File: src/rtl/i2c_pkg.sv
// Shared constants for the I2C byte-level master: command codes,
// FSM state encoding and quarter-period indices.
package i2c_pkg;

    // Command codes presented on cmd
    localparam logic [1:0] I2C_CMD_START = 2'd0;
    localparam logic [1:0] I2C_CMD_STOP  = 2'd1;
    localparam logic [1:0] I2C_CMD_WRITE = 2'd2;
    localparam logic [1:0] I2C_CMD_READ  = 2'd3;

    // FSM state encoding
    localparam logic [2:0] ST_IDLE  = 3'd0;
    localparam logic [2:0] ST_START = 3'd1;
    localparam logic [2:0] ST_STOP  = 3'd2;
    localparam logic [2:0] ST_XFER  = 3'd3;
    localparam logic [2:0] ST_DONE  = 3'd4;

    // Quarter indices within one bit / one START or STOP
    localparam logic [1:0] Q0 = 2'd0;
    localparam logic [1:0] Q1 = 2'd1;
    localparam logic [1:0] Q2 = 2'd2;
    localparam logic [1:0] Q3 = 2'd3;

    // Bit index of the ACK slot in a byte transfer
    localparam logic [3:0] ACK_BIT = 4'd8;

endpackage

File: src/rtl/i2c_quarter_timer.sv
// Quarter-period prescaler: counts CLK_DIV clk cycles and emits a
// registered one-cycle tick at each wrap. Held at zero while disabled
// or restarting; freeze stalls the count (used for SCL clock stretching).
module i2c_quarter_timer #(
    parameter int unsigned CLK_DIV = 64
) (
    input  logic clk,
    input  logic nreset,
    input  logic restart,
    input  logic enable,
    input  logic freeze,
    output logic tick
);

    localparam int unsigned CW = (CLK_DIV > 1) ? $clog2(CLK_DIV) : 1;
    localparam logic [CW-1:0] LAST = CW'(CLK_DIV - 1);

    logic [CW-1:0] cnt;

    // Prescaler count with wrap at CLK_DIV-1; tick registered on wrap
    always_ff @(posedge clk or negedge nreset) begin
        if (!nreset) begin
            cnt  <= '0;
            tick <= 1'b0;
        end else if (restart || !enable) begin
            cnt  <= '0;
            tick <= 1'b0;
        end else if (freeze) begin
            tick <= 1'b0;
        end else if (cnt == LAST) begin
            cnt  <= '0;
            tick <= 1'b1;
        end else begin
            cnt  <= cnt + 1'b1;
            tick <= 1'b0;
        end
    end

endmodule

File: src/rtl/i2c_master_ctl.sv
// Byte-level I2C master sequencer: START / STOP / WRITE / READ commands
// through a valid/ready handshake, SCL/SDA generated in quarter periods.
// Optional feature macro: I2C_CLOCK_STRETCH_EN (prescaler freezes while a
// released SCL is held low by a slave).
module i2c_master_ctl
    import i2c_pkg::*;
#(
    parameter int unsigned CLK_DIV = 64
) (
    input  logic       clk,
    input  logic       nreset,
    input  logic       cmd_valid,
    output logic       cmd_ready,
    input  logic [1:0] cmd,
    input  logic [7:0] cmd_wdata,
    input  logic       cmd_ack,
    output logic       rsp_valid,
    output logic [7:0] rsp_rdata,
    output logic       rsp_nack,
    output logic       busy,
    output logic       scl,
    output logic       sda,
    input  logic       scl_in,
    input  logic       sda_in
);

    logic [2:0] state;
    logic [1:0] q;
    logic [3:0] bitcnt;
    logic [7:0] shreg;
    logic [1:0] cmd_r;
    logic       ack_r;
    logic       tick;
    logic       accept;
    logic       active;
    logic       freeze;

    assign cmd_ready = (state == ST_IDLE);
    assign accept    = cmd_valid && cmd_ready;
    assign active    = (state == ST_START) || (state == ST_STOP) || (state == ST_XFER);

`ifdef I2C_CLOCK_STRETCH_EN
    // Released SCL still seen low: a slave is stretching the clock
    assign freeze = scl && !scl_in;
`else
    logic unused_scl_in;
    assign unused_scl_in = scl_in;
    assign freeze        = 1'b0;
`endif

    i2c_quarter_timer #(.CLK_DIV(CLK_DIV)) u_timer (
        .clk     (clk),
        .nreset  (nreset),
        .restart (accept),
        .enable  (active),
        .freeze  (freeze),
        .tick    (tick)
    );

    // Command FSM; pin levels are registered and updated on quarter entry
    always_ff @(posedge clk or negedge nreset) begin
        if (!nreset) begin
            state     <= ST_IDLE;
            q         <= Q0;
            bitcnt    <= '0;
            shreg     <= '0;
            cmd_r     <= I2C_CMD_START;
            ack_r     <= 1'b0;
            scl       <= 1'b1;
            sda       <= 1'b1;
            busy      <= 1'b0;
            rsp_valid <= 1'b0;
            rsp_rdata <= '0;
            rsp_nack  <= 1'b0;
        end else begin
            rsp_valid <= 1'b0;
            case (state)
                ST_IDLE: begin
                    if (cmd_valid) begin
                        cmd_r  <= cmd;
                        ack_r  <= cmd_ack;
                        shreg  <= cmd_wdata;
                        q      <= Q0;
                        bitcnt <= '0;
                        scl    <= 1'b0;
                        case (cmd)
                            I2C_CMD_START: begin
                                state <= ST_START;
                                sda   <= 1'b1;
                            end
                            I2C_CMD_STOP: begin
                                state <= ST_STOP;
                                sda   <= 1'b0;
                            end
                            I2C_CMD_WRITE: begin
                                state <= ST_XFER;
                                sda   <= cmd_wdata[7];
                            end
                            default: begin
                                state <= ST_XFER;
                                sda   <= 1'b1;
                            end
                        endcase
                    end
                end
                ST_START: begin
                    if (tick) begin
                        q <= q + 2'd1;
                        case (q)
                            Q0: scl <= 1'b1;
                            Q1: sda <= 1'b0;
                            Q2: scl <= 1'b0;
                            default: begin
                                state     <= ST_DONE;
                                rsp_valid <= 1'b1;
                                rsp_nack  <= 1'b0;
                                busy      <= 1'b1;
                            end
                        endcase
                    end
                end
                ST_STOP: begin
                    if (tick) begin
                        q <= q + 2'd1;
                        case (q)
                            Q0: scl <= 1'b1;
                            Q1: sda <= 1'b1;
                            Q2: ;
                            default: begin
                                state     <= ST_DONE;
                                rsp_valid <= 1'b1;
                                rsp_nack  <= 1'b0;
                                busy      <= 1'b0;
                            end
                        endcase
                    end
                end
                ST_XFER: begin
                    if (tick) begin
                        q <= q + 2'd1;
                        case (q)
                            Q0: ;
                            Q1: scl <= 1'b1;
                            Q2: ;
                            default: begin
                                // End of bit: sample on the last cycle of the high phase
                                scl <= 1'b0;
                                if (bitcnt == ACK_BIT) begin
                                    state     <= ST_DONE;
                                    rsp_valid <= 1'b1;
                                    if (cmd_r == I2C_CMD_WRITE) begin
                                        rsp_nack <= sda_in;
                                    end else begin
                                        rsp_nack  <= 1'b0;
                                        rsp_rdata <= shreg;
                                    end
                                end else begin
                                    shreg  <= {shreg[6:0], sda_in};
                                    bitcnt <= bitcnt + 4'd1;
                                    if (bitcnt == 4'd7)
                                        sda <= (cmd_r == I2C_CMD_WRITE) ? 1'b1 : ack_r;
                                    else
                                        sda <= (cmd_r == I2C_CMD_WRITE) ? shreg[6] : 1'b1;
                                end
                            end
                        endcase
                    end
                end
                default: begin
                    state <= ST_IDLE;
                end
            endcase
        end
    end

endmodule

File: config.mk
export PLATFORM = sky130hd
export DESIGN_NAME = i2c_master_ctl
export DESIGN_NICKNAME = d
export VERILOG_FILES = /design/src/rtl/i2c_pkg.sv /design/src/rtl/i2c_quarter_timer.sv /design/src/rtl/i2c_master_ctl.sv
export SDC_FILE = /design/constraint.sdc
export NUM_CORES = 1
export LEC_CHECK = 0
export ABC_AREA = 1
export BUFFER_PORTS_ARGS = -buffer_cell sky130_fd_sc_hd__buf_2
export CORE_ASPECT_RATIO = 1.1
export CORE_MARGIN = 5
export CORE_UTILIZATION = 27
export CTS_CLUSTER_DIAMETER = 50
export CTS_CLUSTER_SIZE = 12
export DETAILED_ROUTE_END_ITERATION = 10
export PLACE_DENSITY_LB_ADDON = 0.2
export SLEW_MARGIN = 20
export SYNTH_ARGS = -nofsm -noshare
export SYNTH_HDL_FRONTEND = slang
export SYNTH_HIERARCHICAL = 1
export SYNTH_SLANG_ARGS = --single-unit
File: constraint.sdc
create_clock -name clk -period 3.6 [get_ports clk]
set_clock_uncertainty 0.15 [all_clocks]
set_input_delay 1.08 -clock clk [delete_from_list [all_inputs] [get_ports clk]]
set_output_delay 1.08 -clock clk [all_outputs]
set_load 0.05 [all_outputs]
# Word-level counts from Yosys, hierarchy flattened
# Cells that the tools add are included.
dict set report totals {
  regBits 40
  memories 0
  mem_bits_ro 0
  output_inout_bits 14
  ram_bits 0
  latchBits 0
}
dict set report classes {
  mul 0
  n_shift 0
  div 0
  n_bitwise 2
  eq_ne 28
  n_reduce_logical 26
  mux 62
  n_lt_le_gt_ge 0
  add_sub_neg 3
}
# op n
set ops {}
lappend ops {{$mux W8} 4}
lappend ops {{$mux W1} 31}
lappend ops {{$mux W3} 6}
lappend ops {{$ne A2 B1 Y1 const B} 9}
lappend ops {{$mux W4} 4}
lappend ops {{$pmux W8 S2} 1}
lappend ops {{$reduce_and A5 Y1} 3}
lappend ops {{$ne A2 B2 Y1 const B} 7}
lappend ops {{$mux W6} 2}
lappend ops {{$pmux W1 S2} 6}
lappend ops {{$reduce_and A6 Y1} 2}
lappend ops {{$pmux W3 S3} 1}
lappend ops {{$reduce_and A9 Y1} 1}
lappend ops {{$pmux W1 S4} 2}
lappend ops {{$pmux W2 S2} 2}
lappend ops {{$pmux W4 S2} 1}
lappend ops {{$reduce_and A8 Y1} 1}
lappend ops {{$reduce_bool A2 Y1} 4}
lappend ops {{$add A6 B1 Y6 const B} 1}
lappend ops {{$eq A2 B2 Y1 const B} 3}
lappend ops {{$eq A3 B2 Y1 const B} 2}
lappend ops {{$eq A6 B6 Y1 const B} 1}
lappend ops {{$reduce_or A3 Y1} 2}
lappend ops {{$add A4 B1 Y4 const B} 1}
lappend ops {{17 further kinds} 24}

# Logic depth before layout (Yosys ltp)
# Gate-level depths: netlist (run 1).
dict set report depth {
  depth_word 7
  mapped_depth 9
}

# By module
# Netlist (run 1), hierarchy kept.
# module instances area_each_um2 seq_area_each_um2 cells_per_inst
set modules_own_cells {}
lappend modules_own_cells {i2c_master_ctl 1 1876.8 828.3 235}
lappend modules_own_cells {i2c_quarter_timer 1 384.1 175.2 54}

# Least setup slack after synthesis (run 1)
# Ideal clock, no wire load.
dict set report synth_timing {
  path_kind {flip-flop to output port}
  startpoint {register state[2]}
  endpoint {output cmd_ready}
  n_path_buf 0
  path_stages_with_launch 4
  setup_slack_ns 1.375
  t_arrival_ns 0.995
  path_cell_list {dfrtp_1 > inv_1 > nand2_1 > inv_1}
}
dict set report synth_between {
  elab_chain_cells 1
}
# item line_no
set synth_lines {}
lappend synth_lines {{start: declaration} i2c_master_ctl.sv:27} ;# logic [2:0] state;
lappend synth_lines {{start signal: assignment} i2c_master_ctl.sv:63} ;# state <= ST_IDLE;
lappend synth_lines {{start signal: assignment} i2c_master_ctl.sv:88} ;# state <= ST_START;
lappend synth_lines {{start signal: assignment} i2c_master_ctl.sv:92} ;# state <= ST_STOP;
lappend synth_lines {{$logic_not A3 Y1} i2c_master_ctl.sv:38} ;# assign cmd_ready = (state == ST_IDLE);
lappend synth_lines {{end: declaration} i2c_master_ctl.sv:13} ;# output logic cmd_ready,
# No other way between the ends.

# Worst setup path after layout (run 1)
# Ends and elaborated chain as after synthesis.

==> impl_metrics.yaml, run 1 <==
clock_tree:
  cts_buffer_depth: 2
  clk_pin_slew_ns: 0.08
  cts_max_level: 2
  clkSinkCount: 40
  postCtsSetupBuffers: 0
  clk_latency_ns: 0.29
  cts-resized-gates: 0
  cts_buffers: 5
  cts_root_buf: "clkbuf_8"
  cts_tree: "done"
  cts_hold_buf: 0
yosys:
  synth.distinct_cells: 29
  synth_seq_cells: 40
  syn_avg_cell_area_um2: 7.82
  ys_seq_area_share_pct: 44.4
  yosysMostFrequentCell: "nand2_1"
  yosysWarningCount: 6
  netlist_top_cells_count: "nand2_1, inv_1, dfrtp_1"
  synth_largest_area_cell: "dfrtp_1"
  synth_flop_cell: "dfrtp_1"
  netlist_instances: 289
  synth_edf_count: 0
  netlist_area_um2: 2260
  async_flop_share_pct: 100
  yosysTopAreaCellShare_pct: 42.1
  synthTopCellsByArea: "dfrtp_1, nand2_1, inv_1"
final_layout:
  drive_gt1_share_pct: 23.5
  nets: 345
  final_cell_area_um2: 2590
  diodes: 0
  area_delta_synth_final_pct: 14.5
route:
  viasPerCell: 4.10
  drt_iter0_drc: 59
  firstDrtPassIters: 6
  avgRoutedWirePerCell_um: 10.6
  wirelength_um: 4610
  drc: 0
  vias: 1780
  ant_nets: 0
power:
  swShare_pct: 45.0
  vdd_drop_max_v: 0.000253
  power_density_nw_per_um2: 619
  p_leak_uw: 0.00138
  p_int_uw: 882
  pwr-share-seq_pct: 38.6
  net-switching-power_uw: 721
  p_clk_share_pct: 18.8
  combPwrFrac_pct: 42.6
setup_path:
  worstRegToRegCells: 8
  end_kind: "output port"
  cp.arrival_ns: 1.42
  crit_path_max_fanout: 7
  crit_type: "reg2out"
  r2r_start: "state[0]$_DFFE_PN0P_"
  worst_r2r_endpoint: "shreg[6]$_DFFE_PN0P_"
  required_ns: 2.37
  rrSetupSlack_ns: 1.67
  startpoint_type: "flip-flop"
sta:
  final.setup.worst_slack_ns: 0.955
  slew_viol_final: 0
  fin_tns_setup_ns: 0
  fin_crit_ns: 2.65
  tightest_slew_ns: 0.921
  whs_ns: 0.314
  slew_headroom_pct: 38.6
  finalHoldViolations: 0
  fmax_ghz: 0.378
  post-route-period-util_pct: 73.5
  finalSetupViolCount: 0
  rsz0062_at_grt: "no"
flow_run:
  maxCapViolations: 0
grt:
  grt_antenna_before_repair: 0
  grt_pass1_vias: 1767
  grt_usage_pct: 9.46
  grt_pass1_wl_um: 8060
  globalRoute.totalOverflow: 0
  grt_max_degree: 41
placement:
  pre_cts_ws_ns: 1.27
  gp_congestion: 0.734
  place_hpwl_um: 3470
  io_buffer_count: 28
  post_dp_cell_area_um2: 2500
hold_path:
  worstHoldStart: "scl$_DFFE_PN1P_"
  min_path_type: "reg2reg"
  min_to: "scl$_DFFE_PN1P_"
  worstHoldPathCells: 2
die:
  die_w_um: 97.3
  coreArea_um2: 8280
  rows: 35
  dieArea_um2: 10300
  fp.dieH_um: 106
  start_util_pct: 27.3
  ios: 30
outcome:
  outcome: "finished clean"
-- worst max-delay path, stage by stage (launching register included) --
cell and delay (ns):
dfrtp_1 0.42, inv_1 0.17, nand2_1 0.15, inv_1 0.11, buf_2 0.27
-- area by class of cell --
cell class	count	area [µm²]
clock inverter	3	18.8
inverter	43	161
multi-input combinational	204	1060
clock buffer	5	68.8
tap	111	139
sequential	40	1000
timing repair buffer	28	140
fill	920	5690
-- sequential cells by signal, summed over array words and instances (netlist names), 2 cells and up --
name,cells
u_timer/cnt,6
state,3
rsp_rdata,8
cmd_r,2
bitcnt,4
q,2
shreg,8
-- worst max path at each step --
stage,start,end,slack [ns],cells after the start
2_1_floorplan,state[2]$_DFFE_PN0P_,cmd_ready,1.38,3
3_3_place_gp,cmd_valid,shreg[6]$_DFFE_PN0P_,1.26,9
3_5_place_dp,cmd_valid,shreg[6]$_DFFE_PN0P_,1.27,9
4_1_cts,state[2]$_DFFE_PN0P_,cmd_ready,0.92,4
5_1_grt,state[1]$_DFFE_PN0P_,cmd_ready,0.81,4
6_report,state[2]$_DFFE_PN0P_,cmd_ready,0.95,4
-- power groups by stage --
| stage | Sequential (µW) | Clock, µW | Combinational, µW |
|---|---|---|---|
| finish | 618 | 302 | 683 |
| global route | 633 | 341 | 791 |
| CTS | 620 | 323 | 697 |
| detailed placement | 629 | 0 | 694 |
| global placement | 628 | 0 | 694 |
| floorplan | 653 | 0 | 551 |
-- metal layers --
| metal | GRT usage (%) | vias to the layer above | part of all wire [%] |
|---|---|---|---|
| met2 | 15.1 | 19 | 47 |
| li1 | - | 963 | - |
| met1 | 12.7 | 796 | 49 |
| met3 | 2.69 | 2 | 3.3 |
| met5 | 0 | - | 0 |
| met4 | 2.37 | 0 | 0.50 |
-- logic make-up (layout without fill, tap and decap cells) --
group           after synthesis  after routing  share of synthesized area [%]
compound gates               36             36                           9.69
xor+xnor                      1              1                          0.387
fa+ha+maj                     7              7                           3.87
buf+inv                      47             79                           9.19
flops                        40             40                           44.4
other cells                   1              3                          0.166
simple gates                157            157                           32.3
-- cells in the final DEF, fill, tap and decap left out, drive strengths merged --
cell      n
inv      43
ha        7
clkinv    3
nor2     24
a21oi     2
nor3      2
clkbuf    5
dfstp     2
o31ai     1
o21ai    32
or2       1
buf      28
dfrtp    38
nand4     1
nand2   106
nand3b    2
xor2      1
conb      3
nand3    21
o211ai    1
-- stage by stage --
step / total power [µW] / cells / utilization, %
after detailed placement: 1320 / 426 / 30.2
final: 1600 / 434 / 31.3
after floorplan: 1200 / 291 / -
after global placement: 1320 / 426 / 30.2
after CTS: 1640 / 434 / 31.3
after global routing: 1760 / 434 / 31.3
Note: power is estimated with default switching activity, not from simulation.
==> inputs of run 2 (changes only) <==
--- a/config.mk
+++ b/config.mk
@@ -5,7 +5,7 @@
 export SDC_FILE = /design/constraint.sdc
 export NUM_CORES = 1
 export LEC_CHECK = 0
-export ABC_AREA = 1
+export ABC_AREA = 0
 export BUFFER_PORTS_ARGS = -buffer_cell sky130_fd_sc_hd__buf_2
 export CORE_ASPECT_RATIO = 1.1
 export CORE_MARGIN = 5
==> constraint.sdc (replaced) <==
create_clock -name clk -period 2.6 [get_ports clk]
set_clock_uncertainty 0.15 [all_clocks]
set_input_delay 0.78 -clock clk [delete_from_list [all_inputs] [get_ports clk]]
set_output_delay 0.78 -clock clk [all_outputs]
set_load 0.05 [all_outputs]
==> impl_metrics.yaml, run 2 <==
final_layout:
  final_cells: 347
  diodes: 0
  final_cell_area_um2: 2480
  area_delta_synth_final_pct: 18.1
  nets: 264
  reg_top3: "rsp_rdata: 8 flops, shreg: 8 flops, u_timer/cnt: 6 flops"
  layout_common_cells: "dfrtp_1, buf_2, nand2_1"
  drive_gt1_share_pct: 26.4
  layout_commonest_cell: "dfrtp_1"
power:
  combPwrFrac_pct: 12.3
  swShare_pct: 28.2
  vdd_drop_max_v: 0.000274
  p_total_uw: 1320
  pwr-share-seq_pct: 55.4
  p_leak_uw: 0.00117
  net-switching-power_uw: 371
  power_density_nw_per_um2: 531
  p_clk_share_pct: 32.2
  p_int_uw: 945
route:
  firstDrtPassIters: 4
  viasPerCell: 4.62
  drc: 0
  avgRoutedWirePerCell_um: 13.4
  drt_iter0_drc: 44
  wirelength_um: 4660
  ant_nets: 0
  vias: 1602
die:
  start_util_pct: 27.9
  coreArea_um2: 7510
  ios: 30
  die_w_um: 94
  fp.dieH_um: 102
  rows: 33
  dieArea_um2: 9630
grt:
  grt_max_degree: 22
  grt_antenna_before_repair: 0
  grt_pass1_vias: 1624
  grt_usage_pct: 10.6
  globalRoute.totalOverflow: 0
  grt_pass1_wl_um: 7950
hold_path:
  min_path_type: "in2async"
placement:
  gp_congestion: 0.716
  io_buffer_count: 28
  post-place-cells: 339
  pre_cts_ws_ns: 0.303
  place_hpwl_um: 3410
  post_dp_cell_area_um2: 2390
yosys:
  synth_edf_count: 0
  synth.distinct_cells: 54
  yosysTopAreaCellShare_pct: 45.4
  synth.net_count: 231
  synth_largest_area_cell: "dfrtp_1"
  netlist_top_cells_count: "dfrtp_1, nand2_1, inv_1"
  synth_flop_cell: "dfrtp_1"
  netlist_instances: 208
  synthTopCellsByArea: "dfrtp_1, mux2_2, ha_1"
  synth_seq_cells: 40
  netlist_area_um2: 2100
  syn_avg_cell_area_um2: 10.1
  yosysMostFrequentCell: "dfrtp_1"
  ys_seq_area_share_pct: 47.9
  async_flop_share_pct: 100
  yosysWarningCount: 6
setup_path:
  crit_path_max_fanout: 15
  crit_path_max_incr_delay_ns: 0.55
  required_ns: 1.67
  rrSetupSlack_ns: 0.53
  end_kind: "output port"
  worstRegToRegCells: 6
  startpoint_type: "flip-flop"
  slowest_stage: "dfrtp_1"
  crit_type: "reg2out"
  crit_chain: "nor3_2 > buf_2"
  cp.arrival_ns: 1.48
clock_tree:
  cts_max_level: 2
  clk_latency_ns: 0.29
  cts-resized-gates: 0
  cts_buffers: 5
  cts_root_buf: "clkbuf_8"
  clk_pin_slew_ns: 0.08
  clkSinkCount: 40
  cts_tree: "done"
  cts_hold_buf: 0
  postCtsSetupBuffers: 0
  cts_buffer_depth: 2
sta:
  fin_tns_setup_ns: 0
  slew_viol_final: 0
  finalSetupViolCount: 0
  post-route-period-util_pct: 92.8
  fmax_ghz: 0.415
  fin_crit_ns: 2.41
  tightest_slew_ns: 0.532
  rsz0062_at_grt: "no"
  finalHoldViolations: 0
  final.setup.worst_slack_ns: 0.188
  slew_headroom_pct: 64.5
flow_run:
  maxCapViolations: 0
outcome:
  outcome: "finished clean"
[run 2: final timing paths]
kind,startpoint,to
min in group clk,cmd_r[1]$_DFFE_PN0P_,cmd_r[1]$_DFFE_PN0P_
setup reg to reg,bitcnt[0]$_DFFE_PN0P_,shreg[0]$_DFFE_PN0P_
setup / recovery,state[1]$_DFFE_PN0P_,cmd_ready
hold / removal,nreset,rsp_rdata[7]$_DFFE_PN0P_
hold reg to reg,cmd_r[1]$_DFFE_PN0P_,cmd_r[1]$_DFFE_PN0P_
max in group asynchronous,nreset,u_timer/cnt[2]$_DFFE_PN0P_
[run 2: power groups by stage]
stage / Sequential (µW) / Clock, µW / Combinational (µW)
5_1_grt: 738 / 473 / 190
6_report: 729 / 424 / 162
3_3_place_gp: 741 / 0 / 163
3_5_place_dp: 742 / 0 / 165
2_1_floorplan: 734 / 0 / 113
4_1_cts: 730 / 453 / 166
[run 2: cells by family after synthesis]
group / count (synthesis) / share of synthesized area, %
adders and majority gates: 7 / 4.18
muxes: 11 / 5.85
and+or+nand+nor: 66 / 18.2
AOI/OAI and AO/OA: 56 / 17.7
xor gates and xnor gates: 2 / 0.836
other: 1 / 0.179
DFF: 40 / 47.9
buffers and inverters: 25 / 5.13
[run 2: critical path: cells and delay by family (launching register included)]
| kind | cells | cell delay [ns] |
|---|---|---|
| and+or+nand+nor | 1 | 0.33 |
| buffers and inverters | 1 | 0.31 |
| DFF | 1 | 0.55 |
[run 2: per-layer routing]
metal,up-vias,share of wire (%),global-route usage (%),wire length [µm]
met3,6,3.6,2.58,167
met2,27,45,16.9,2080
met5,-,0,0,0
li1,800,-,-,-
met1,769,50,14.1,2350
met4,0,1.4,3.33,63
[run 2: area by class of cell]
cell class	count	area, µm²
Fill cell	811	5040
Sequential cell	40	1000
Multi-Input combinational cell	143	990
Timing Repair Buffer	34	198
Tap cell	105	131
Clock buffer	5	68.8
Inverter	17	63.8
Clock inverter	3	21.3
[run 2: metrics by stage]
stage	util, %	hold WS, ns
2_1_floorplan	-	0.288
6_report	33.0	0.308
3_5_place_dp	31.8	0.308
5_1_grt	33.0	0.337
4_1_cts	33.0	0.323
3_3_place_gp	31.8	0.305
